[src/rtl/arm_cond_pkg.sv]
// Shared definitions for ARM condition-code handling: condition encodings
// and bit positions of the NZCV flags.
package arm_cond_pkg;

    typedef enum logic [3:0] {
        COND_EQ = 4'b0000,
        COND_NE = 4'b0001,
        COND_CS = 4'b0010,
        COND_CC = 4'b0011,
        COND_MI = 4'b0100,
        COND_PL = 4'b0101,
        COND_VS = 4'b0110,
        COND_VC = 4'b0111,
        COND_HI = 4'b1000,
        COND_LS = 4'b1001,
        COND_GE = 4'b1010,
        COND_LT = 4'b1011,
        COND_GT = 4'b1100,
        COND_LE = 4'b1101,
        COND_AL = 4'b1110,
        COND_NV = 4'b1111
    } cond_t;

    localparam int FLAG_N = 3;
    localparam int FLAG_Z = 2;
    localparam int FLAG_C = 1;
    localparam int FLAG_V = 0;

endpackage

[src/rtl/cond_check.sv]
// Pure combinational evaluator of a 4-bit ARM condition field against NZCV.
module cond_check
    import arm_cond_pkg::*;
(
    input  logic [3:0] cond,
    input  logic [3:0] flags,
    output logic       cond_hit
);

    logic n;
    logic z;
    logic c;
    logic v;

    assign n = flags[FLAG_N];
    assign z = flags[FLAG_Z];
    assign c = flags[FLAG_C];
    assign v = flags[FLAG_V];

    // Decode the condition field; the 1111 encoding is reserved and never executes.
    always_comb begin
        cond_hit = 1'b0;
        case (cond_t'(cond))
            COND_EQ: cond_hit = z;
            COND_NE: cond_hit = ~z;
            COND_CS: cond_hit = c;
            COND_CC: cond_hit = ~c;
            COND_MI: cond_hit = n;
            COND_PL: cond_hit = ~n;
            COND_VS: cond_hit = v;
            COND_VC: cond_hit = ~v;
            COND_HI: cond_hit = c & ~z;
            COND_LS: cond_hit = ~c | z;
            COND_GE: cond_hit = (n == v);
            COND_LT: cond_hit = (n != v);
            COND_GT: cond_hit = ~z & (n == v);
            COND_LE: cond_hit = z | (n != v);
            COND_AL: cond_hit = 1'b1;
            COND_NV: cond_hit = 1'b0;
            default: cond_hit = 1'b0;
        endcase
    end

endmodule

[src/rtl/cond_logic.sv]
// Condition unit: architectural NZCV register, registered condition result
// of the last executed instruction, and gating of datapath write enables.
module cond_logic
    import arm_cond_pkg::*;
#(
    parameter logic [3:0] RESET_FLAGS = 4'b0000
) (
    input  logic       clk,
    input  logic       reset,
    input  logic [3:0] cond,
    input  logic [3:0] alu_flags,
    input  logic [1:0] flag_w,
    input  logic       ex_en,
    input  logic       pcs,
    input  logic       reg_w,
    input  logic       mem_w,
    input  logic       no_write,
    output logic       pc_src,
    output logic       reg_write,
    output logic       mem_write,
    output logic [3:0] flags,
    output logic       cond_ex
);

    logic [3:0] flags_q;
    logic [3:0] flags_d;
    logic       cond_ex_q;
    logic       cond_ex_d;
    logic       cond_hit;

    // Condition is evaluated against the stored (pre-update) flags.
    cond_check u_cond_check (
        .cond     (cond),
        .flags    (flags_q),
        .cond_hit (cond_hit)
    );

    // Next-state: on an execute strobe, latch the condition result and update
    // each flag group independently when the instruction executes.
    always_comb begin
        flags_d   = flags_q;
        cond_ex_d = cond_ex_q;
        if (ex_en) begin
            cond_ex_d = cond_hit;
            if (cond_hit && flag_w[1]) begin
                flags_d[FLAG_N] = alu_flags[FLAG_N];
                flags_d[FLAG_Z] = alu_flags[FLAG_Z];
            end
            if (cond_hit && flag_w[0]) begin
                flags_d[FLAG_C] = alu_flags[FLAG_C];
                flags_d[FLAG_V] = alu_flags[FLAG_V];
            end
        end
    end

    // State registers with synchronous reset dominating the execute strobe.
    always_ff @(posedge clk) begin
        if (reset) begin
            flags_q   <= RESET_FLAGS;
            cond_ex_q <= 1'b0;
        end else begin
            flags_q   <= flags_d;
            cond_ex_q <= cond_ex_d;
        end
    end

    assign flags     = flags_q;
    assign cond_ex   = cond_ex_q;
    assign pc_src    = pcs & cond_ex_q;
    assign reg_write = reg_w & cond_ex_q & ~no_write;
    assign mem_write = mem_w & cond_ex_q;

endmodule

[config.mk]
export PLATFORM = sky130hd
export DESIGN_NAME = cond_logic
export DESIGN_NICKNAME = d
export VERILOG_FILES = /design/src/rtl/arm_cond_pkg.sv /design/src/rtl/cond_check.sv /design/src/rtl/cond_logic.sv
export SDC_FILE = /design/constraint.sdc
export NUM_CORES = 1
export LEC_CHECK = 0
export ABC_AREA = 1
export CAP_MARGIN = 10
export CORE_AREA = 2 2 39 41
export CTS_BUF_LIST = sky130_fd_sc_hd__clkbuf_16
export DETAILED_ROUTE_END_ITERATION = 7
export DIE_AREA = 0 0 41 43
export PLACE_DENSITY = 0.7
export SLEW_MARGIN = 10
export SYNTH_ARGS = -nofsm -noshare
export SYNTH_HDL_FRONTEND = slang
export SYNTH_HIERARCHICAL = 1
export SYNTH_SLANG_ARGS = --single-unit
[constraint.sdc]
create_clock -name clk -period 2.2 [get_ports clk]
set_clock_uncertainty 0.1 [all_clocks]
set_input_delay 0.44 -clock clk [delete_from_list [all_inputs] [get_ports clk]]
set_output_delay 0.44 -clock clk [all_outputs]
set_load 0.03 [all_outputs]
==> results of run 1 <==
worst max path at each step:
stage	to	slack, ns	cells after the start
finish	flags[3]	0.27	12
global route	flags[3]	0.04	14
CTS	flags[0]	0.27	1
floorplan	flags[0]	0.58	13
detailed placement	flags[0]	0.06	14
global placement	flags[0]	0.08	14
critical path: cells and delay by family:
kind            cells  cell delay (ns)
compound gates      1             0.09
buf+inv             2             0.59
simple gates        9             0.84
synth_stat cells:
library cell,count
sky130_fd_sc_hd__inv_1,14
sky130_fd_sc_hd__inv_2,2
sky130_fd_sc_hd__nand3_1,10
sky130_fd_sc_hd__nor2_1,11
sky130_fd_sc_hd__o21ai_0,1
sky130_fd_sc_hd__dfxtp_1,5
sky130_fd_sc_hd__o211ai_1,2
sky130_fd_sc_hd__o21ai_1,2
sky130_fd_sc_hd__nor2_2,3
sky130_fd_sc_hd__nand2_1,30
sky130_fd_sc_hd__a21oi_1,2
sky130_fd_sc_hd__nand3_2,1
routing by layer:
metal  global-route usage (%)  up-vias
met5                        0        -
met4                     8.00        0
met3                     3.14        0
met2                     26.6       22
met1                     17.0      228
li1                         -      309
sequential cells by signal, indices dropped and copies added, names as in the netlist:
register and cells:
cond_ex 1, flags 4
logic make-up after synthesis:
logic type | count (synthesis)
compound gates | 7
buf+inv | 16
flops | 5
simple gates | 55
layout make-up:
type / count / area (um^2)
Fill cell: 142 / 619
Sequential cell: 5 / 100
Tap cell: 16 / 20.0
Timing Repair Buffer: 24 / 233
Clock inverter: 1 / 3.75
Multi-Input combinational cell: 62 / 273
Clock buffer: 3 / 75.1
Inverter: 16 / 60.1
report_power, final:
group | switching (W) | internal [W]
combinational | 0.0000708 | 0.0000632
sequential | 0.00000968 | 0.0000987
clock | 0.0000559 | 0.000235
metrics by stage:
| step | util [%] | instances | total power [W] |
|---|---|---|---|
| after CTS | 55.2 | 127 | 0.000538 |
| after floorplan | - | 83 | 0.000183 |
| after global placement | 49.5 | 123 | 0.000243 |
| final | 55.2 | 127 | 0.000533 |
| after global routing | 55.2 | 127 | 0.000563 |
| after detailed placement | 49.5 | 123 | 0.000243 |
==> impl_metrics.prom, run 1 <==
# TYPE chip_impl_metric gauge
chip_impl_metric{name="register_clock_pin_slew_on_the_reported_worst_setup_and_hold_paths",unit="ns"} 0.03
chip_impl_metric{name="combined_area_of_all_synthesized_cells",unit="um^2"} 433
chip_impl_metric{name="report.final.hold_viol_count",unit=""} 0
chip_impl_metric{name="cp.arrival",unit="ns"} 1.95
chip_impl_metric{name="vias_per_cell",unit=""} 4.40
chip_impl_metric{name="drc",unit=""} 0
chip_impl_metric{name="dp_hpwl",unit="um"} 909
chip_impl_metric{name="worst_ir_drop_vdd",unit="V"} 0.000464
chip_impl_metric{name="clk_latency",unit="ns"} 0.22
chip_impl_metric{name="critPathMaxFanout",unit=""} 4
chip_impl_metric{name="synthAdderAreaFrac",unit="%"} 0
chip_impl_metric{name="grt_pass1_wl",unit="um"} 1900
chip_impl_info{name="end_kind",value="register"} 1
chip_impl_info{name="r2r_start",value="flags[0]"} 1
chip_impl_info{name="commonest_non_fill_non_tap_cell_in_the_layout",value="sky130_fd_sc_hd__nand2_1"} 1
chip_impl_metric{name="cts_max_path_buffers",unit=""} 2
chip_impl_metric{name="final.min_clock_period",unit="ns"} 1.93
chip_impl_metric{name="synth_sequential_area_ratio",unit="%"} 23.1
chip_impl_info{name="main_combinational_cell_family_by_area_after_synthesis",value="simple AND/OR/NAND/NOR gates"} 1
chip_impl_metric{name="timing_worst_slew_pin_value",unit="ns"} 0.312
chip_impl_metric{name="met3RoutedLength",unit="um"} 93
chip_impl_metric{name="die_area",unit="um^2"} 1760
chip_impl_metric{name="wl_met1",unit="um"} 490
chip_impl_metric{name="power_density",unit="nW/um^2"} 698
chip_impl_metric{name="wl_per_cell",unit="um"} 8.89
chip_impl_metric{name="htreeDepth",unit=""} 1
chip_impl_info{name="highest-signal-layer",value="met3"} 1
chip_impl_metric{name="yosys.area_share.simple",unit="%"} 53.8
chip_impl_metric{name="cts_inserted_buffers",unit=""} 3
chip_impl_metric{name="holdBufCountCts",unit=""} 0
chip_impl_info{name="hold_class",value="reg -> reg"} 1
chip_impl_metric{name="drive_gt1_share",unit="%"} 10.8
chip_impl_info{name="reg2reg_to",value="flags[3]"} 1
chip_impl_info{name="timing.setup.critical_path_class",value="in -> reg"} 1
chip_impl_metric{name="synth.avg_cell_area",unit="um^2"} 5.22
chip_impl_metric{name="postSynthNetCount",unit=""} 100
chip_impl_metric{name="synth_top_cell_area_share",unit="%"} 26.0
chip_impl_metric{name="core_area",unit="um^2"} 1380
chip_impl_info{name="layout.cells.most_common_list",value="30 x sky130_fd_sc_hd__nand2_1, 21 x sky130_fd_sc_hd__clkdlybuf4s50_1, 15 x sky130_fd_sc_hd__inv_1, 11 x sky130_fd_sc_hd__nor2_1, 10 x sky130_fd_sc_hd__nand3_1"} 1
chip_impl_metric{name="synth_mux_area_share",unit="%"} 0
chip_impl_metric{name="drt_iter0_markers",unit=""} 5
chip_impl_metric{name="grt_antenna_before_repair",unit=""} 0
chip_impl_info{name="cpMaxStageDelayCell",value="sky130_fd_sc_hd__clkdlybuf4s50_1"} 1
chip_impl_info{name="root_buffer",value="sky130_fd_sc_hd__clkbuf_16"} 1
chip_impl_metric{name="synth.distinct_cells",unit=""} 12
chip_impl_metric{name="hold_path_stages",unit=""} 2
chip_impl_info{name="worst_hold_startpoint",value="cond_ex"} 1
chip_impl_metric{name="synth_xor_xnor_area_share",unit="%"} 0
chip_impl_metric{name="dieHeight",unit="um"} 43
chip_impl_metric{name="num_rows",unit=""} 14
chip_impl_metric{name="synthesis.yosys.warnings",unit=""} 6
chip_impl_metric{name="area.growth.synth_to_final",unit="%"} 76.6
chip_impl_metric{name="nNetsFinal",unit=""} 129
chip_impl_metric{name="gr-total-overflow",unit=""} 0
chip_impl_metric{name="number_of_port_buffers",unit=""} 24
chip_impl_metric{name="netlist_instances",unit=""} 83
chip_impl_metric{name="routed_wirelength",unit="um"} 1130
chip_impl_metric{name="met2_wirelength",unit="um"} 546
chip_impl_metric{name="postRouteAntennaNets",unit=""} 0
chip_impl_info{name="tritoncts",value="done"} 1
chip_impl_metric{name="tritoncts_num_sinks",unit=""} 5
chip_impl_metric{name="synth-compound-area-share",unit="%"} 9.25
chip_impl_info{name="synth_area_leader_cell",value="sky130_fd_sc_hd__nand2_1"} 1
chip_impl_info{name="worstHoldEndpoint",value="cond_ex"} 1
chip_impl_metric{name="die_w",unit="um"} 41
chip_impl_metric{name="timing.critical_path.slowest_cell_delay",unit="ns"} 0.53
chip_impl_metric{name="finish.instance_area",unit="um^2"} 764
chip_impl_info{name="startpoint_type",value="input port"} 1
chip_impl_metric{name="preCtsSetupSlack",unit="ns"} 0.0575
chip_impl_metric{name="number_of_global_route_vias_before_repair",unit=""} 547
chip_impl_metric{name="number_of_register_bits_inferred_by_synthesis",unit=""} 5
chip_impl_metric{name="grt_max_degree",unit=""} 8
chip_impl_metric{name="firstDrtPassIters",unit=""} 2
chip_impl_metric{name="r2r_setup_slack",unit="ns"} 0.61
chip_impl_metric{name="crit_required",unit="ns"} 2.22
chip_impl_info{name="rsz0062_at_grt",value="false"} 1
chip_impl_info{name="leading_post_synthesis_cells_by_cell_area",value="sky130_fd_sc_hd__nand2_1 26%, sky130_fd_sc_hd__dfxtp_1 23%, sky130_fd_sc_hd__inv_1 12%, sky130_fd_sc_hd__nand3_1 12%, sky130_fd_sc_hd__nor2_1 9.5%"} 1
chip_impl_metric{name="leakagePower",unit="nW"} 0.387
chip_impl_metric{name="post_cts.resized_instances",unit=""} 0
chip_impl_metric{name="number_of_setup_buffers_added_after_cts",unit=""} 0
chip_impl_info{name="crit_start",value="cond[0]"} 1
chip_impl_metric{name="min_period_over_period",unit="%"} 87.8
chip_impl_metric{name="globalplace.congestion",unit=""} 0.735
chip_impl_metric{name="placedInstanceArea",unit="um^2"} 686
chip_impl_metric{name="antennaDiodeCount",unit=""} 0
chip_impl_metric{name="r2r.worst_path.cells",unit=""} 13
chip_impl_metric{name="track_usage",unit="%"} 15.6
chip_impl_metric{name="setup_violations",unit=""} 0
chip_impl_info{name="run_status",value="finished clean"} 1
chip_impl_metric{name="boundaryPins",unit=""} 25
chip_impl_info{name="ordered_list_of_cells_on_the_worst_path",value="clkdlybuf4s50_1, inv_2, nand2_1, nand2_1, o211ai_1, nand3_1, nor2_2, nand3_2, nand3_1, nand2_1, nand2_1, nor2_1"} 1
chip_impl_metric{name="slew_violations",unit=""} 0
chip_impl_metric{name="initial_core_util",unit="%"} 31.3
chip_impl_metric{name="fmax",unit="MHz"} 518
chip_impl_metric{name="fin_hold_ws",unit="ns"} 0.410
chip_impl_metric{name="finalWorstSetupSlack",unit="ns"} 0.269
chip_impl_info{name="critical-path-top-cell-by-count",value="sky130_fd_sc_hd__nand2_1"} 1
chip_impl_metric{name="setup_total_negative_slack",unit="ns"} 0
chip_impl_metric{name="cap_viol_max_count",unit=""} 0
chip_impl_metric{name="worst_slew_margin_rel",unit="%"} 79.1
chip_impl_metric{name="via_count",unit=""} 559
(Power assumes the default switching activity.)
==> inputs of run 2 (changes only) <==
--- a/config.mk
+++ b/config.mk
@@ -11,6 +11,7 @@
 export CTS_BUF_LIST = sky130_fd_sc_hd__clkbuf_16
 export DETAILED_ROUTE_END_ITERATION = 7
 export DIE_AREA = 0 0 41 43
+export HOLD_SLACK_MARGIN = 0.05
 export PLACE_DENSITY = 0.7
 export SLEW_MARGIN = 10
 export SYNTH_ARGS = -nofsm -noshare
==> results of run 2 <==
Final layout, timing and power as in run 1 (identical DEF).
